===== src/rtl/write_back.sv =====
// Write-back stage of the dual-issue pipeline.
// Selects the load word for the upper (older) slot, takes the ALU result for
// the lower (younger) slot, resolves same-destination conflicts in favour of
// the younger slot, and registers both register-file write ports. A retired
// instruction counter and a sticky halt flag are kept alongside.
module write_back #(
  parameter logic [2:0] NOP_OP  = 3'b111,
  parameter logic [2:0] HALT_OP = 3'b110,
  parameter int         CNT_W   = 32
) (
  input  logic             clk,
  input  logic             rstn,
  input  logic             interlock,
  input  logic [63:0]      inst,
  input  logic [4:0]       u_rt,
  input  logic             u_rt_flag,
  input  logic             u_ld_hi,
  input  logic [63:0]      mem_doutb,
  input  logic [31:0]      l_tdata,
  input  logic [4:0]       l_rt,
  input  logic             l_rt_flag,
  output logic             rf_we_u,
  output logic [4:0]       rf_wa_u,
  output logic [31:0]      rf_wd_u,
  output logic             rf_we_l,
  output logic [4:0]       rf_wa_l,
  output logic [31:0]      rf_wd_l,
  output logic [CNT_W-1:0] retired,
  output logic             halted
);

  logic [2:0]       u_op;
  logic [2:0]       l_op;
  logic             u_valid;
  logic             l_valid;
  logic             u_halt;
  logic             l_halt;
  logic             we_u_next;
  logic             we_l_next;
  logic             conflict;
  logic [31:0]      ld_word;
  logic [CNT_W-1:0] retire_inc;

  assign u_op = inst[63:61];
  assign l_op = inst[31:29];

  // Decide which halves retire this cycle and what each one writes.
  // An upper-slot halt kills the younger lower half of the same pair.
  always_comb begin
    u_valid    = 1'b0;
    l_valid    = 1'b0;
    u_halt     = 1'b0;
    l_halt     = 1'b0;
    we_u_next  = 1'b0;
    we_l_next  = 1'b0;
    conflict   = 1'b0;
    ld_word    = mem_doutb[31:0];
    retire_inc = '0;

    if (u_ld_hi) begin
      ld_word = mem_doutb[63:32];
    end

    u_valid = (u_op != NOP_OP) && !interlock && !halted;
    u_halt  = u_valid && (u_op == HALT_OP);
    l_valid = (l_op != NOP_OP) && !interlock && !halted && !u_halt;
    l_halt  = l_valid && (l_op == HALT_OP);

    we_u_next = u_rt_flag && u_valid && (u_rt != 5'd0);
    we_l_next = l_rt_flag && l_valid && (l_rt != 5'd0);
    conflict  = we_u_next && we_l_next && (u_rt == l_rt);

    retire_inc = CNT_W'(u_valid) + CNT_W'(l_valid);
  end

  // Register both write ports; the younger slot wins a shared destination.
  always_ff @(posedge clk or negedge rstn) begin
    if (!rstn) begin
      rf_we_u <= 1'b0;
      rf_wa_u <= 5'd0;
      rf_wd_u <= 32'd0;
      rf_we_l <= 1'b0;
      rf_wa_l <= 5'd0;
      rf_wd_l <= 32'd0;
    end else begin
      rf_we_u <= we_u_next && !conflict;
      rf_wa_u <= u_rt;
      rf_wd_u <= ld_word;
      rf_we_l <= we_l_next;
      rf_wa_l <= l_rt;
      rf_wd_l <= l_tdata;
    end
  end

  // Count retired halves and latch the halt flag; both freeze once halted
  // because no half is valid from then on.
  always_ff @(posedge clk or negedge rstn) begin
    if (!rstn) begin
      retired <= '0;
      halted  <= 1'b0;
    end else begin
      retired <= retired + retire_inc;
      halted  <= halted || u_halt || l_halt;
    end
  end

endmodule


===== config.mk =====
export PLATFORM = sky130hd
export DESIGN_NAME = write_back
export DESIGN_NICKNAME = d
export VERILOG_FILES = /design/src/rtl/write_back.sv
export SDC_FILE = /design/constraint.sdc
export NUM_CORES = 1
export LEC_CHECK = 0
export CAP_MARGIN = 30
export CORE_AREA = 2 2 109 111
export CTS_CLUSTER_DIAMETER = 150
export DETAILED_ROUTE_END_ITERATION = 7
export DIE_AREA = 0 0 111 113
export PLACE_DENSITY = 0.81
export SYNTH_ARGS = -nofsm -noshare
export SYNTH_HDL_FRONTEND = slang
export SYNTH_SLANG_ARGS = --single-unit

===== constraint.sdc =====
create_clock -name clk -period 4.7 [get_ports clk]
set_clock_uncertainty 0.2 [all_clocks]
set_input_delay 1.175 -clock clk [delete_from_list [all_inputs] [get_ports clk]]
set_output_delay 1.175 -clock clk [all_outputs]
set_load 0.02 [all_outputs]

# Word level (Yosys, flattened, before mapping)
# Index checks and enable logic that the tools add are counted.
# word_totals
reg_bits	109
output_inout_bits	109
# classes
n_eq_ne	5
n_reduce_logical	22
muxes	1
n_addsub	2
# op_table
cell	n
adder 32 x 2 -> 32 bit	1
2-to-1 mux 32 bit	1
logical AND 1 bit	14
nonzero test 5 bit	2
== test 3 bit, second input constant	2
!= test 3 bit, second input constant	2
== test 5 bit	1
logical NOT 1 bit	4
adder 1 x 1 -> 2 bit	1
logical OR 1 bit	2

# Logic depth before layout (Yosys ltp)
# Gate-level depths: netlist (run 1).
# depth
depth_word	12
ltp_mapped	9
depth_no_buf	9

# Least setup slack after synthesis (run 1)
# No wires, ideal clock.
# synth_path
kind	input to register
startpoint	input interlock
endpoint	register retired[22]
path_stages	9
arrival_time_ns	2.810
path_slack_ns	1.559
setup_time_ns	0.131
path_cell_list	nor2_1 > o211ai_1 > fa_1 > inv_1 > ha_1 > nand4_1 > nor3_4 > nand4_1 > xnor2_1
# synth_between
elab_chain_cells	8
elab_cells_between_ends	10
classes_between	add/sub: 2; reduce/logical: 8
# synth_lines
element	line_no	rtl
start: declaration	13	input logic interlock,
logical NOT 1 bit (*)	64, 66	
logical AND 1 bit (2 in series)	64	u_valid = (u_op != NOP_OP) && !interlock && !halted;
logical AND 1 bit	65	u_halt = u_valid && (u_op == HALT_OP);
logical NOT 1 bit	66	l_valid = (l_op != NOP_OP) && !interlock && !halted && !u_halt;
logical AND 1 bit	66	
adder 1 x 1 -> 2 bit (*)	73	retire_inc = CNT_W'(u_valid) + CNT_W'(l_valid);
adder 32 x 2 -> 32 bit (*)	102	retired <= retired + retire_inc;
end signal: assignment	102	
end: declaration	28	output logic [CNT_W-1:0] retired,
# Mark *: on every way between the ends. The rest lies on a longest branch, timed or not.

# Final worst setup path (run 1)
# Same ends and word-level chain as after synthesis.

==> results of run 1 <==
==> power groups by stage <==
| stage | registers [W] | logic (W) | clock network, W |
|---|---|---|---|
| 2_1_floorplan | 0.00113 | 0.0000536 | 0 |
| 3_3_place_gp | 0.00105 | 0.000396 | 0 |
| 3_5_place_dp | 0.00106 | 0.000401 | 0 |
| 4_1_cts | 0.00104 | 0.000403 | 0.000791 |
| 5_1_grt | 0.00105 | 0.000423 | 0.000831 |
| 6_report | 0.00104 | 0.000399 | 0.000767 |
==> path summary, 6_finish.rpt <==
path                       slack [ns]  cells past startpoint   startpoint          end
max reg2reg                      1.86                      9       halted  retired[22]
min                              0.29                      1  retired[31]  retired[31]
max                              0.94                     10    interlock  retired[22]
min in group asynchronous        0.52                      1         rstn  retired[30]
max in group asynchronous        2.75                      3         rstn   rf_wd_l[7]
min reg2reg                      0.29                      1  retired[31]  retired[31]
==> metal layers <==
metal	wire, um	global-route usage (%)	vias up
met4	232	7.17	0
met1	3780	18.7	1396
met2	4950	27.8	153
met3	1010	6.00	15
met5	0	0	-
li1	-	-	1347
==> through the flow <==
step / total power (W) / utilization [%] / hold slack [ns] / setup slack [ns] / cell area [um2]
final: 0.00221 / 59.0 / 0.292 / 0.939 / 6650
after global placement: 0.00145 / 56.0 / 0.261 / 0.702 / 6310
after CTS: 0.00223 / 58.8 / 0.295 / 0.933 / 6620
after floorplan: 0.00119 / - / 0.382 / 1.56 / 3900
after detailed placement: 0.00146 / 56.0 / 0.281 / 0.578 / 6310
after global routing: 0.00230 / 59.0 / 0.307 / 0.776 / 6650
==> placed cells by master (no fill, tap or decap), drive strengths merged <==
master / instances
clkinvlp: 1
a31oi: 1
o21ai: 2
nand2: 9
clkinv: 3
nand4: 12
clkbuf: 9
nand3: 18
nor2: 9
and4: 1
xor2: 9
xnor2: 26
bufinv: 1
ha: 1
or4: 2
and3: 4
dfrtp: 109
inv: 6
fa: 1
nor4: 1
nor3: 4
mux2: 32
clkdlybuf4s50: 225
nand2b: 1
a211oi: 1
and2: 2
buf: 4
o41ai: 1
or2: 1
o211ai: 1
==> critical path: cells and delay by family <==
| kind | cells | cell delay (ns) |
|---|---|---|
| buffers and inverters | 2 | 0.55 |
| AOI/OAI and AO/OA | 1 | 0.16 |
| and+or+nand+nor | 4 | 1.06 |
| xor gates and xnor gates | 1 | 0.22 |
| adders and majority gates | 2 | 0.63 |
==> area by class of cell <==
cell class,count,area (um2)
Clock buffer,9,225
Clock inverter,7,82.6
Fill cell,898,4620
Inverter,4,15.0
Multi-Input combinational cell,139,1120
Sequential cell,109,2730
Tap cell,143,179
Timing Repair Buffer,229,2300
==> state kept, by name, summed over array words and instances (netlist names) <==
signal   count
rf_wa_l      5
rf_we_l      1
retired     32
rf_we_u      1
halted       1
rf_wa_u      5
rf_wd_l     32
rf_wd_u     32
==> kinds of logic after synthesis <==
kind of cell / synth area share (%)
muxes: 9.24
xor gates and xnor gates: 7.86
DFF: 69.9
AOI/OAI and AO/OA: 1.03
adders and majority gates: 0.834
and+or+nand+nor: 9.72
buffers and inverters: 1.38
==> metrics.txt, run 1 <==
synth cell count leaders 109 x dfrtp_1, 32 x mux2_2, 26 x xnor2_1; Post-Route WL roughly 10 mm; Mapped Area approximately 3900 um2; Final Non-Filler Cells 640; Period minus WS final between 3 and 4 ns; Sink Count 109; Die Area around 13,000 um2; DPL Wire Length 7.74 mm; maximum number of pins on one net before global-route repair 80; Critical Path Fanout Max 10; unrepaired setup endpoints after global routing no; share of cells above drive strength 1 11.5%; CTS tree yes; CTS root buffer clkbuf_16; Vias/cell roughly 4.5; Antenna Nets Post-Route 0; outcome finished clean; # IOs about 290; most frequent cell on the critical path nand4_1; max_slew headroom about 55%; Final GP Congestion 0.793; EDFF count, synth 0; CP cell instances clkdlybuf4s50_1, nor2_1, o211ai_1, fa_1, inv_1, ha_1, nand4_1, nor3_4, nand4_1, xnor2_1; Post-CTS Setup Repair Bufs 0; Worst Tran Pin Value 0.672 ns; Synth-to-Final Area Change 70.5%; CTS max path bufs 2; Max Cap Violations 0; async set-reset flop share out of synthesis 100%; Max IR drop VDD between 0.15 and 0.2 mV; Lkg Pwr between 2 and 3 nW; Synth Instances 259; power share of the clock group 34.8%; row count 39; Seq pwr share between 40% and 50%; number of port buffers ~230; final worst path period share roughly 80%; post-cts resize count 0; Final Hold Viols 0; 1st-pass router iterations 4; Hold Path Class flip-flop to flip-flop; Yosys warnings 0; Crit Path Class primary input to flip-flop; DIE HEIGHT 113 um; starting density of the core around a third; Post-Syn Area per Cell 15.1 um2; switching portion of total power 25.4%; Via Count approximately 2.9k; top cell type's share of synthesized area a little over two thirds; pwr dens 332 nW/um2; cell internal pwr between 0.0015 and 0.002 W; antenna cells 0; switching power 0.000561 W; synth top area cells dfrtp_1 70%, mux2_2 9.2%, xnor2_1 5.8%; DRC viols 0; dpl cells just over 600; Remaining Overflow, GRT 0; Die Wd 111 um; Gate power share between 10% and 20%; clk_lat worst skew between 0.3 and 0.4 ns; DRT iter0 DRCs approximately 150; Max stage delay on crit path between 0.4 and 0.5 ns; Slew Viols, Final 0; CTS clk-pin slew, worst paths approximately 0.07 ns; total track usage ~16%; initial antenna violation count 0; # setup viols final 0; core box area about 11,000 um2; most numerous cell in the Yosys netlist dfrtp_1; CP startpoint kind primary input; slowest cell on the critical path clkdlybuf4s50_1; nets 670; Data required, critical path 4.75 ns; first-pass GRT wire length 16.1 mm; CTS Buf Count 9; syn_nets between 400 and 500; crit end category flip-flop; hold-fix buffers at CTS 0; WL per Instance 15.6 um; Top FF cell, synth dfrtp_1; vias in the first global route 3,227; Max Clk Rate ~0.27 GHz; Distinct cells, synth 31; H-tree depth 3; final setup TNS 0 ns; register bit total from synthesis around 110; Seq/Total Area, Yosys 69.9%; cell taking the most area after synthesis dfrtp_1; crit path DAT approximately 3.8 ns
Note: power is estimated with default switching activity, not from simulation.
==> inputs of run 2 (changes only) <==
--- a/config.mk
+++ b/config.mk
@@ -6,11 +6,11 @@
 export NUM_CORES = 1
 export LEC_CHECK = 0
 export CAP_MARGIN = 30
-export CORE_AREA = 2 2 109 111
+export CORE_AREA = 2 2 111 113
 export CTS_CLUSTER_DIAMETER = 150
 export DETAILED_ROUTE_END_ITERATION = 7
-export DIE_AREA = 0 0 111 113
-export PLACE_DENSITY = 0.81
+export DIE_AREA = 0 0 113 115
+export PLACE_DENSITY = 0.78
 export SYNTH_ARGS = -nofsm -noshare
 export SYNTH_HDL_FRONTEND = slang
 export SYNTH_SLANG_ARGS = --single-unit
==> constraint.sdc (replaced) <==
create_clock -name clk -period 3.8 [get_ports clk]
set_clock_uncertainty 0.2 [all_clocks]
set_input_delay 0.95 -clock clk [delete_from_list [all_inputs] [get_ports clk]]
set_output_delay 0.95 -clock clk [all_outputs]
set_load 0.02 [all_outputs]
==> run 2 against run 1 <==
Compared with the run above: the run now ends with design-rule violations left; count of clock-buffer cells in the layout stayed put; non-clock buffer count is 1 higher; sequential power is 23% higher; critical path depth is 1 higher; cell count is 0.78% higher; combinational power is 22% higher; register-to-register slack worse by 0.68 ns; clock power is 17% higher; cell area hardly changed; critical path type unchanged.
==> metrics.txt, run 2 (synthesis results as in run 1) <==
outcome complete, but fails checks (was finished clean); max_slew headroom 53.9% (was 54.8%); # IOs 285 (unchanged); Remaining Overflow, GRT 0 (unchanged); antenna cells 0 (unchanged); Setup WS post-layout 0.528 ns (was 0.939 ns); clk_lat worst skew 0.35 ns (was 0.34 ns); Place WS 0.157 ns (was 0.578 ns); final worst path period share roughly 86%; Max Clk Rate 0.306 GHz; unrepaired setup endpoints after global routing no (unchanged); Die Wd 113 um (was 111 um); crit end category flip-flop (unchanged); CTS tree yes (unchanged); share of cells above drive strength 1 11.6% (was 11.5%); Via Count 2,947 (was 2,911); vias in the first global route 3,189 (was 3,227); commonest non-fill, non-tap cell in the layout clkdlybuf4s50_1 (unchanged); failing checks design-rule violations; core box area 11,800 um2 (was 11,300 um2); pwr dens 401 nW/um2 (was 332 nW/um2); Max Cap Violations 0 (unchanged); first-pass GRT wire length 15.9 mm (was 16.1 mm); Critical Path Fanout Max 10 (unchanged); CTS max path bufs 2 (unchanged); DIE HEIGHT 115 um (was 113 um); cell internal pwr 0.00197 W (was 0.00165 W); total track usage 16.0% (was 16.4%); # setup viols final 0 (unchanged); Seq pwr share 48.2% (was 47.2%); CP startpoint kind primary input (unchanged); Vias/cell 4.57 (was 4.55); Synth-to-Final Area Change 70.4% (was 70.5%); commonest cells after routing, fill and taps aside 225 x clkdlybuf4s50_1, 109 x dfrtp_1, 32 x mux2_2 (unchanged); Antenna Nets Post-Route 0 (unchanged); Largest regs retired: 32 flops, rf_wd_l: 32 flops, rf_wd_u: 32 flops (unchanged); 1st-pass router iterations 6 (was 4); Data required, critical path 3.83 ns (was 4.75 ns); DPL Wire Length 8.11 mm (was 7.74 mm); switching power 0.000701 W (was 0.000561 W); Die Area 13,000 um2 (was 12,500 um2); H-tree depth 3 (unchanged); CTS Buf Count 9 (unchanged); maximum number of pins on one net before global-route repair 59 (was 80); Period minus WS final roughly 3.3 ns; Worst Tran Pin Value 0.688 ns (was 0.672 ns); WL per Instance 16.0 um (was 15.6 um); row count 40 (was 39); Gate power share 18.3% (was 18.1%); Final GP Congestion 0.753 (was 0.793); initial antenna violation count 0 (unchanged); Post-CTS Setup Repair Bufs 0 (unchanged); final setup TNS 0 ns (unchanged); CTS clk-pin slew, worst paths 0.07 ns (about the same); number of port buffers 226 (unchanged); Slew Viols, Final 0 (unchanged); Post-Route WL 10.3 mm (was 9.97 mm); Max IR drop VDD 0.245 mV (was 0.172 mV); CTS root buffer clkbuf_16 (unchanged); crit path DAT 3.30 ns (was 3.81 ns); Hold Path Class flip-flop to flip-flop (unchanged); starting density of the core 33.0% (was 34.6%); DRC viols 10 (was 0); DRT iter0 DRCs 133 (was 151); Sink Count 109 (unchanged); switching portion of total power 26.3% (was 25.4%); power share of the clock group 33.6% (was 34.8%); Final Hold Viols 0 (unchanged); hold-fix buffers at CTS 0 (unchanged); nets 671 (was 670); Crit Path Class primary input to flip-flop (unchanged); post-cts resize count 0 (unchanged); Lkg Pwr 2.77 nW (was 2.78 nW)
## run 2: cell types whose count changed in the layout (fill, tap and decap cells not counted)
cell	previous run	this run
buf_16	1	0
clkinvlp_4	1	2
clkinv_2	1	0
buf_12	0	2
bufinv_16	1	0
inv_6	0	2
clkinv_4	2	3
inv_8	2	0
## run 2: final cells by class
| cell class | instances | area (um2) |
|---|---|---|
| Clock buffer | 9 | 225 |
| Clock inverter | 7 | 58.8 |
| Fill cell | 982 | 5170 |
| Inverter | 4 | 15.0 |
| Multi-Input combinational cell | 139 | 1120 |
| Sequential cell | 109 | 2730 |
| Tap cell | 147 | 184 |
| Timing Repair Buffer | 230 | 2310 |
## run 2: worst paths after layout
check                                 start     endpoint  slack [ns]  depth (start not counted)
worst min register to register  retired[10]  retired[10]        0.30                          1
min in group asynchronous              rstn  retired[10]        0.44                          1
worst min-delay path            retired[10]  retired[10]        0.30                          1
worst max register to register       halted  retired[22]        1.18                         10
worst max-delay path              interlock  retired[22]        0.53                         11
max in group asynchronous              rstn   rf_wd_u[7]        2.22                          2
## run 2: metrics by stage
step / hold WS [ns] / utilization [%] / std cells / instance area (um2) / power (W)
after floorplan: 0.382 / - / 259 / 3900 / 0.00147
after global placement: 0.267 / 53.8 / 629 / 6360 / 0.00179
after detailed placement: 0.292 / 53.8 / 629 / 6360 / 0.00180
after CTS: 0.307 / 56.3 / 645 / 6640 / 0.00271
after global routing: 0.324 / 56.3 / 645 / 6640 / 0.00279
final: 0.301 / 56.3 / 645 / 6640 / 0.00267
## run 2: per-layer routing
layer	global-route usage (%)	wire length (um)
met1	17.1	3620
met2	27.2	5380
met3	7.22	1130
met4	7.56	216
met5	0	0
## run 2: worst max-delay path, stage by stage
cell and delay, ns:
clkdlybuf4s50_1 0.44, nor2_1 0.16, o211ai_1 0.17, fa_1 0.41, inv_1 0.08, ha_1 0.19, nand4_1 0.22, nor3_4 0.22
buf_12 0.15, nand4_1 0.12, xnor2_1 0.18
## run 2: power groups by stage
stage	Sequential [W]	Clock (W)	Combinational (W)
finish	0.00128	0.000896	0.000487
global route	0.00129	0.000977	0.000517
CTS	0.00128	0.000933	0.000494
detailed placement	0.00131	0	0.000492
global placement	0.00130	0	0.000484
floorplan	0.00140	0	0.0000663
